--- src/rtl/bus_uart_tx.sv ---
// Bus-mapped 8N1 UART transmitter with a small transmit FIFO.
// Register map: 0x0 STATUS (RO), 0x4 TXDATA (WO), 0x8 CTRL (RW).
module bus_uart_tx #(
    parameter int unsigned BAUD_DIV   = 868,
    parameter int unsigned FIFO_DEPTH = 8
) (
    input  logic        clk,
    input  logic        reset,
    input  logic        sel,
    input  logic        we,
    input  logic [3:0]  addr,
    input  logic [31:0] wData,
    output logic [31:0] rData,
    output logic        tx
);

    localparam int unsigned PTR_W  = $clog2(FIFO_DEPTH);
    localparam int unsigned CNT_W  = $clog2(FIFO_DEPTH + 1);
    localparam int unsigned BAUD_W = $clog2(BAUD_DIV);

    localparam logic [BAUD_W-1:0] BAUD_LAST = BAUD_W'(BAUD_DIV - 1);
    localparam logic [CNT_W-1:0]  CNT_FULL  = CNT_W'(FIFO_DEPTH);

    localparam logic [3:0] ADDR_STATUS = 4'h0;
    localparam logic [3:0] ADDR_TXDATA = 4'h4;
    localparam logic [3:0] ADDR_CTRL   = 4'h8;

    typedef enum logic [1:0] {
        IDLE,
        START,
        DATA,
        STOP
    } stateT;

    logic [7:0]        fifoMem [FIFO_DEPTH];
    logic [PTR_W-1:0]  wrPtr;
    logic [PTR_W-1:0]  rdPtr;
    logic [CNT_W-1:0]  count;
    logic              en;
    logic              overflow;

    stateT             state;
    logic [BAUD_W-1:0] baudCnt;
    logic [2:0]        bitIdx;
    logic [7:0]        shiftReg;

    logic              fifoFull;
    logic              fifoEmpty;
    logic              txWrite;
    logic              ctrlWrite;
    logic              bitDone;
    logic              pop;
    logic              push;
    logic [7:0]        headByte;
    logic [3:0]        countField;
    logic              unusedWData;

    assign fifoFull    = (count == CNT_FULL);
    assign fifoEmpty   = (count == '0);
    assign txWrite     = sel && we && (addr == ADDR_TXDATA);
    assign ctrlWrite   = sel && we && (addr == ADDR_CTRL);
    assign bitDone     = (baudCnt == BAUD_LAST);
    assign headByte    = fifoMem[rdPtr];
    assign countField  = 4'(count);
    assign unusedWData = &{1'b0, wData[31:8]};

    // A frame is loaded either from IDLE or straight out of the last STOP cycle,
    // which is what lets a push to a full FIFO land on the same edge as a pop.
    assign pop  = en && !fifoEmpty && ((state == IDLE) || ((state == STOP) && bitDone));
    assign push = txWrite && (!fifoFull || pop);

    always_ff @(posedge clk) begin
        if (reset) begin
            wrPtr    <= '0;
            rdPtr    <= '0;
            count    <= '0;
            overflow <= 1'b0;
            en       <= 1'b1;
        end else begin
            if (push) begin
                fifoMem[wrPtr] <= wData[7:0];
                wrPtr          <= wrPtr + PTR_W'(1);
            end
            if (pop) begin
                rdPtr <= rdPtr + PTR_W'(1);
            end
            if (push && !pop) begin
                count <= count + CNT_W'(1);
            end else if (pop && !push) begin
                count <= count - CNT_W'(1);
            end
            if (txWrite && !push) begin
                overflow <= 1'b1;
            end else if (ctrlWrite && wData[1]) begin
                overflow <= 1'b0;
            end
            if (ctrlWrite) begin
                en <= wData[0];
            end
        end
    end

    always_ff @(posedge clk) begin
        if (reset) begin
            state    <= IDLE;
            tx       <= 1'b1;
            baudCnt  <= '0;
            bitIdx   <= '0;
            shiftReg <= '0;
        end else begin
            case (state)
                IDLE: begin
                    if (pop) begin
                        shiftReg <= headByte;
                        state    <= START;
                        tx       <= 1'b0;
                        baudCnt  <= '0;
                    end
                end
                START: begin
                    if (bitDone) begin
                        state    <= DATA;
                        tx       <= shiftReg[0];
                        shiftReg <= {1'b0, shiftReg[7:1]};
                        bitIdx   <= '0;
                        baudCnt  <= '0;
                    end else begin
                        baudCnt <= baudCnt + BAUD_W'(1);
                    end
                end
                DATA: begin
                    if (bitDone) begin
                        baudCnt <= '0;
                        if (bitIdx == 3'd7) begin
                            state <= STOP;
                            tx    <= 1'b1;
                        end else begin
                            bitIdx   <= bitIdx + 3'd1;
                            tx       <= shiftReg[0];
                            shiftReg <= {1'b0, shiftReg[7:1]};
                        end
                    end else begin
                        baudCnt <= baudCnt + BAUD_W'(1);
                    end
                end
                STOP: begin
                    if (bitDone) begin
                        baudCnt <= '0;
                        if (pop) begin
                            shiftReg <= headByte;
                            state    <= START;
                            tx       <= 1'b0;
                        end else begin
                            state <= IDLE;
                            tx    <= 1'b1;
                        end
                    end else begin
                        baudCnt <= baudCnt + BAUD_W'(1);
                    end
                end
                default: begin
                    state <= IDLE;
                    tx    <= 1'b1;
                end
            endcase
        end
    end

    always_comb begin
        rData = '0;
        if (sel && !we) begin
            case (addr)
                ADDR_STATUS: rData = {24'b0, countField, overflow, fifoEmpty, fifoFull, (state != IDLE)};
                ADDR_CTRL:   rData = {31'b0, en};
                default:     rData = '0;
            endcase
        end
    end

endmodule

--- config.mk ---
export PLATFORM = sky130hd
export DESIGN_NAME = bus_uart_tx
export DESIGN_NICKNAME = d
export VERILOG_FILES = /design/src/rtl/bus_uart_tx.sv
export SDC_FILE = /design/constraint.sdc
export NUM_CORES = 1
export LEC_CHECK = 0
export BUFFER_PORTS_ARGS = -buffer_cell sky130_fd_sc_hd__buf_2
export CAP_MARGIN = 30
export CORE_MARGIN = 3
export CORE_UTILIZATION = 61
export CTS_CLUSTER_SIZE = 12
export DETAILED_ROUTE_END_ITERATION = 12
export MAX_ROUTING_LAYER = met4
export PLACE_DENSITY = 0.87
export SLEW_MARGIN = 20
export SYNTH_ARGS = -nofsm -noshare
export SYNTH_HDL_FRONTEND = slang
export SYNTH_SLANG_ARGS = --single-unit
--- constraint.sdc ---
create_clock -name clk -period 4.49 [get_ports clk]
set_clock_uncertainty 0.2 [all_clocks]
set_input_delay 0.2245 -clock clk [delete_from_list [all_inputs] [get_ports clk]]
set_output_delay 0.2245 -clock clk [all_outputs]
set_load 0.01 [all_outputs]
Word level (Yosys, flattened, before mapping)
Memories as Yosys holds them, arrays and structs flattened. A register that Yosys moved wholly into a read port is not among the register bits.
Cells that the tools add are included.
W data, S select, Z words.
Cells by class
  add/subtract/negate cells: 6
  eq/ne operators: 14
  multiplexer cells: 38
  reduce and logical (&&, ||, !) cells: 31
Operator list (count)
  $mux W8: 6
  $pmux W8 S4: 1
  $mux W10: 2
  $pmux W10 S2: 1
  $pmux W8 S2: 1
  $mux W3: 5
  $logic_and A1 B1 Y1: 12
  $mux W1: 12
  $ne A2 B2 Y1 const B: 6
  $reduce_and A4 Y1: 3
  $add A10 B1 Y10 const B: 1
  $eq A10 B10 Y1 const B: 1
  $mux W2: 5
  $add A3 B1 Y3 const B: 3
  $eq A4 B4 Y1 const B: 2
  $logic_not A4 Y1: 2
  $mux W4: 2
  $pmux W2 S4: 1
  $reduce_bool A2 Y1: 4
  $pmux W3 S2: 1
  $logic_not A1 Y1: 5
  $reduce_and A5 Y1: 1
  $add A4 B1 Y4 const B: 1
  $eq A2 B2 Y1 const B: 2
  other kinds (8): 9
Word-level totals
  register bits after elaboration: 36
  memory bits (writable): 64
  bits of input ports: 40
  memories: 1
Memory list
  fifoMem: depth 8, width 8, rd ports 1, clocked after Yosys merged registers in 1, write ports 1, line 35  | logic [7:0] fifoMem [FIFO_DEPTH];

Longest topological paths before layout
  depth after elaboration: 10
  depth in mapped cells: 13

Worst setup path before layout
OpenSTA, ideal clock, no wires.
  kind: register -> register
  start point: register state[0]
  end point: register count[3]
  library setup time: 0.070 ns
  data arrival time: 2.754 ns
  required time: 4.220 ns
  setup slack: 1.465 ns
  stages on the path, launching flop included: 14
  clock period less this slack: 3.025 ns
  cells stage by stage: dfxtp_1 inv_1 ha_1 buf_2 a41o_1 o211a_2 ha_1 inv_1 ha_1 a21o_1 a21oi_1 xnor2_1 or3_1 a21oi_1
Between the ends
  longest elaborated chain between the ends: 9
  elaborated cells on any way between the ends: 13
  those cells by class: eq/ne (1); mux (1); reduce/logical (11)
RTL lines
  start, declared: line 42  | stateT state;
  start signal, assigned: line 105  | state <= IDLE;
  start signal, assigned: line 115  | state <= START;
  start signal, assigned: line 122  | state <= DATA;
  $eq A2 B2 Y1: line 69  | assign pop = en && !fifoEmpty && ((state == IDLE) || ((state == STOP) && bitDone));
  $logic_and A1 B1 Y1: line 69
  $logic_or A1 B1 Y1 *: line 69
  $logic_and A1 B1 Y1 *: line 69
  $logic_or A1 B1 Y1: line 70  | assign push = txWrite && (!fifoFull || pop);
  $logic_and A1 B1 Y1: line 70
  $logic_not A1 Y1: line 89  | end else if (pop && !push) begin
  $logic_and A1 B1 Y1: line 89
  $reduce_bool A2 Y1 (no source line)
  end signal, assigned: line 88  | count <= count + CNT_W'(1);
  end signal, assigned: line 90  | count <= count - CNT_W'(1);
  end, declared: line 38  | logic [CNT_W-1:0] count;
Mark *: on every way between the ends. The rest lies on a longest branch, timed or not.
A chain may end at the register's enable or synchronous reset.

Worst setup path after layout
Same ends and word-level chain as after synthesis.

==> out/qor.yml <==
power_and_ir_drop:
  ir_drop_uv: 251.4
  p_leak_uw: 0.001899
  p_per_area_nw_per_um2: 548.3
synth:
  synth-warning-count: 0
  netlist_area_um2: 4882
  synth_edf_count: 64
  yosysSeqAreaShare_pct: 55.36
  synth_async_sr_flop_share_pct: 0
  synth_seq_cells: 103
  synth_ff_type: "edfxtp_1"
  yosysUniqueCellTypes: 62
  synthCells: 400
  syn_avg_cell_area_um2: 12.21
layout:
  fin_util_pct: 70.12
  layout_common_cells: "edfxtp_1 (64), dfxtp_1 (39), nor2_1 (30)"
  diodes: 0
  drive_above_1_share_pct: 19.12
  fin_cells: 533
  final_common_cell: "edfxtp_1"
  syn2layout_area_growth_pct: 8.073
  finish.instance_area_um2: 5276
  nNetsFinal: 483
critical_path:
  end_kind: "flop"
  r2r_slack_ps: 1120
  path_class: "reg -> reg"
  crit_fanout: 10
  required_ps: 4600
  max_stage_delay_ps: 510
  crit_buf_inv: 2
  critPathSlowestCell: "ha_1"
  crit_chain: "inv_1 -> ha_1 -> a41o_1 -> o211a_2 -> ha_1 -> inv_1 -> ha_1 -> a21o_1 -> a21oi_1 -> xnor2_1 -> or3_1 -> a21oi_1"
  cpMostUsedCell: "ha_1"
  startpoint_type: "flop"
  cp_data_arrival_time_ps: 3480
  critPathTopFamily: "compound AO/OA/AOI/OAI gates"
grt:
  grt_pass1_wl_mm: 14.44
  grt_use_total_pct: 21.44
  grt_max_degree: 45
  grt_pass1_vias: 3031
  grt_antenna_before_repair: 0
  overflow: 0
clock_network:
  clk_latency_ps: 380
  postCtsSetupRepairBufs: 0
  postCtsHoldBufs: 9
  clkTransAtPathRegs_ps: 110
  cts-root-buf: "clkbuf_8"
  cts_buffers: 9
  cts_sinks: 103
  cts_tree: "built"
  clockBufferDepth: 2
  htree_levels: 3
  cts_resized: 0
place:
  place_inst: 508
  gp_congestion: 0.8747
  hpwlAfterDp_mm: 6.015
  place_area_um2: 4961
  io_buffer_count: 24
sta:
  fin_tns_setup_ps: 0
  slew_headroom_pct: 44.33
  final_max_slew_viol_count: 0
  finalSetupViolCount: 0
  finalHoldViolCount: 0
  worstMarginPinSlew_ps: 835.1
  grt_setup_unrepaired: "no"
  period_share_pct: 75.02
  fin_crit_ps: 3369
  fmax_mhz: 296.9
min_path:
  hp-class: "in -> reg"
floorplanning:
  die_area_um2: 9113
  die_h_um: 95.46
  die_x_um: 95.46
  initial_core_util_pct: 64.88
  ios: 73
  coreArea_um2: 7525
  rows: 31
route:
  routedWlPerCell_um: 16.81
  ant_nets: 0
  drtIter0Drc: 171
  viasPerCell: 5.872
  wl_mm: 8.962
  vias: 3130
  drc: 0
  dr.pass1.iters: 4
status:
  status: "completed"
job:
  drv_cap: 0
[cell type report]
class                      count  area, um^2
clock buffer                   9       123.9
clock inverter                 7       101.3
fill                         533        2248
inverter                       6       22.52
multi-input combinational    271        1954
sequential                   103        2703
tap                           99       123.9
timing repair buffer          38       247.7
[power by group]
group,switching (uW),internal (uW),total (uW)
sequential,78.6,1080,1160
combinational,662,474,1140
clock,368,231,599
[layer usage]
metal  part of all wire (%)  GRT usage, %
met2                     50         34.52
met4                    1.3         8.649
met5                      0             -
met1                     44         27.05
met3                    4.5         3.788
[final timing paths]
| path | start | to | cells after the start |
|---|---|---|---|
| worst min register to register | bitIdx[1]$_SDFFE_PP0P_ | bitIdx[1]$_SDFFE_PP0P_ | 2 |
| worst max-delay path | state[0]$_SDFFE_PP0P_ | count[3]$_SDFFE_PP0P_ | 12 |
| worst max register to register | state[0]$_SDFFE_PP0P_ | count[3]$_SDFFE_PP0P_ | 12 |
| worst min-delay path | addr[2] | overflow$_SDFFE_PP0P_ | 5 |
[Yosys cell counts, types with 8 or more instances]
cell,number,share of area (%)
nor2b_1,17,2.2
mux2i_1,12,2.5
a21oi_1,19,1.9
ha_1,13,3.3
nor2_1,30,2.3
clkbuf_1,8,0.62
a2111oi_0,16,2.9
o21ai_0,9,0.92
edfxtp_1,64,39
dfxtp_1,39,16
mux2_2,14,3.2
nand2b_1,8,1.0
buf_4,28,4.3
nand2_1,14,1.1
[sequential cells by signal (all words and copies together), names as in the netlist, 2 cells and up, named ones only]
signal,cells
rdPtr,3
bitIdx,3
wrPtr,3
baudCnt,10
fifoMem,64
count,4
shiftReg,8
state,2
[worst register-to-register path, stage by stage, from the launching register on]
cell and delay, ps:
dfxtp_1 360, inv_1 150, ha_1 510, a41o_1 340, o211a_2 320, ha_1 210, inv_1 90, ha_1 280
a21o_1 170, a21oi_1 160, xnor2_1 90, or3_1 310, a21oi_1 130
[metrics by stage]
stage	worst slack, ps	hold slack, ps	total power (uW)
2_1_floorplan	1465	123.4	2163
3_3_place_gp	1258	243.4	2245
3_5_place_dp	1167	253.3	2301
4_1_cts	1136	23.33	2906
5_1_grt	939.6	72.00	3061
6_report	1121	41.09	2893
[logic make-up (layout without fill, tap and decap cells)]
kind of cell,after synthesis,in the layout,synth area share (%)
AOI/OAI and AO/OA,81,81,13.12
xor gates and xnor gates,5,5,0.8971
adders and majority gates,14,14,3.742
buffers and inverters,49,60,6.381
DFF,103,103,55.36
muxes,27,27,6.151
other,1,24,0.07681
and+or+nand+nor,120,120,14.27
(Power assumes the default switching activity.)
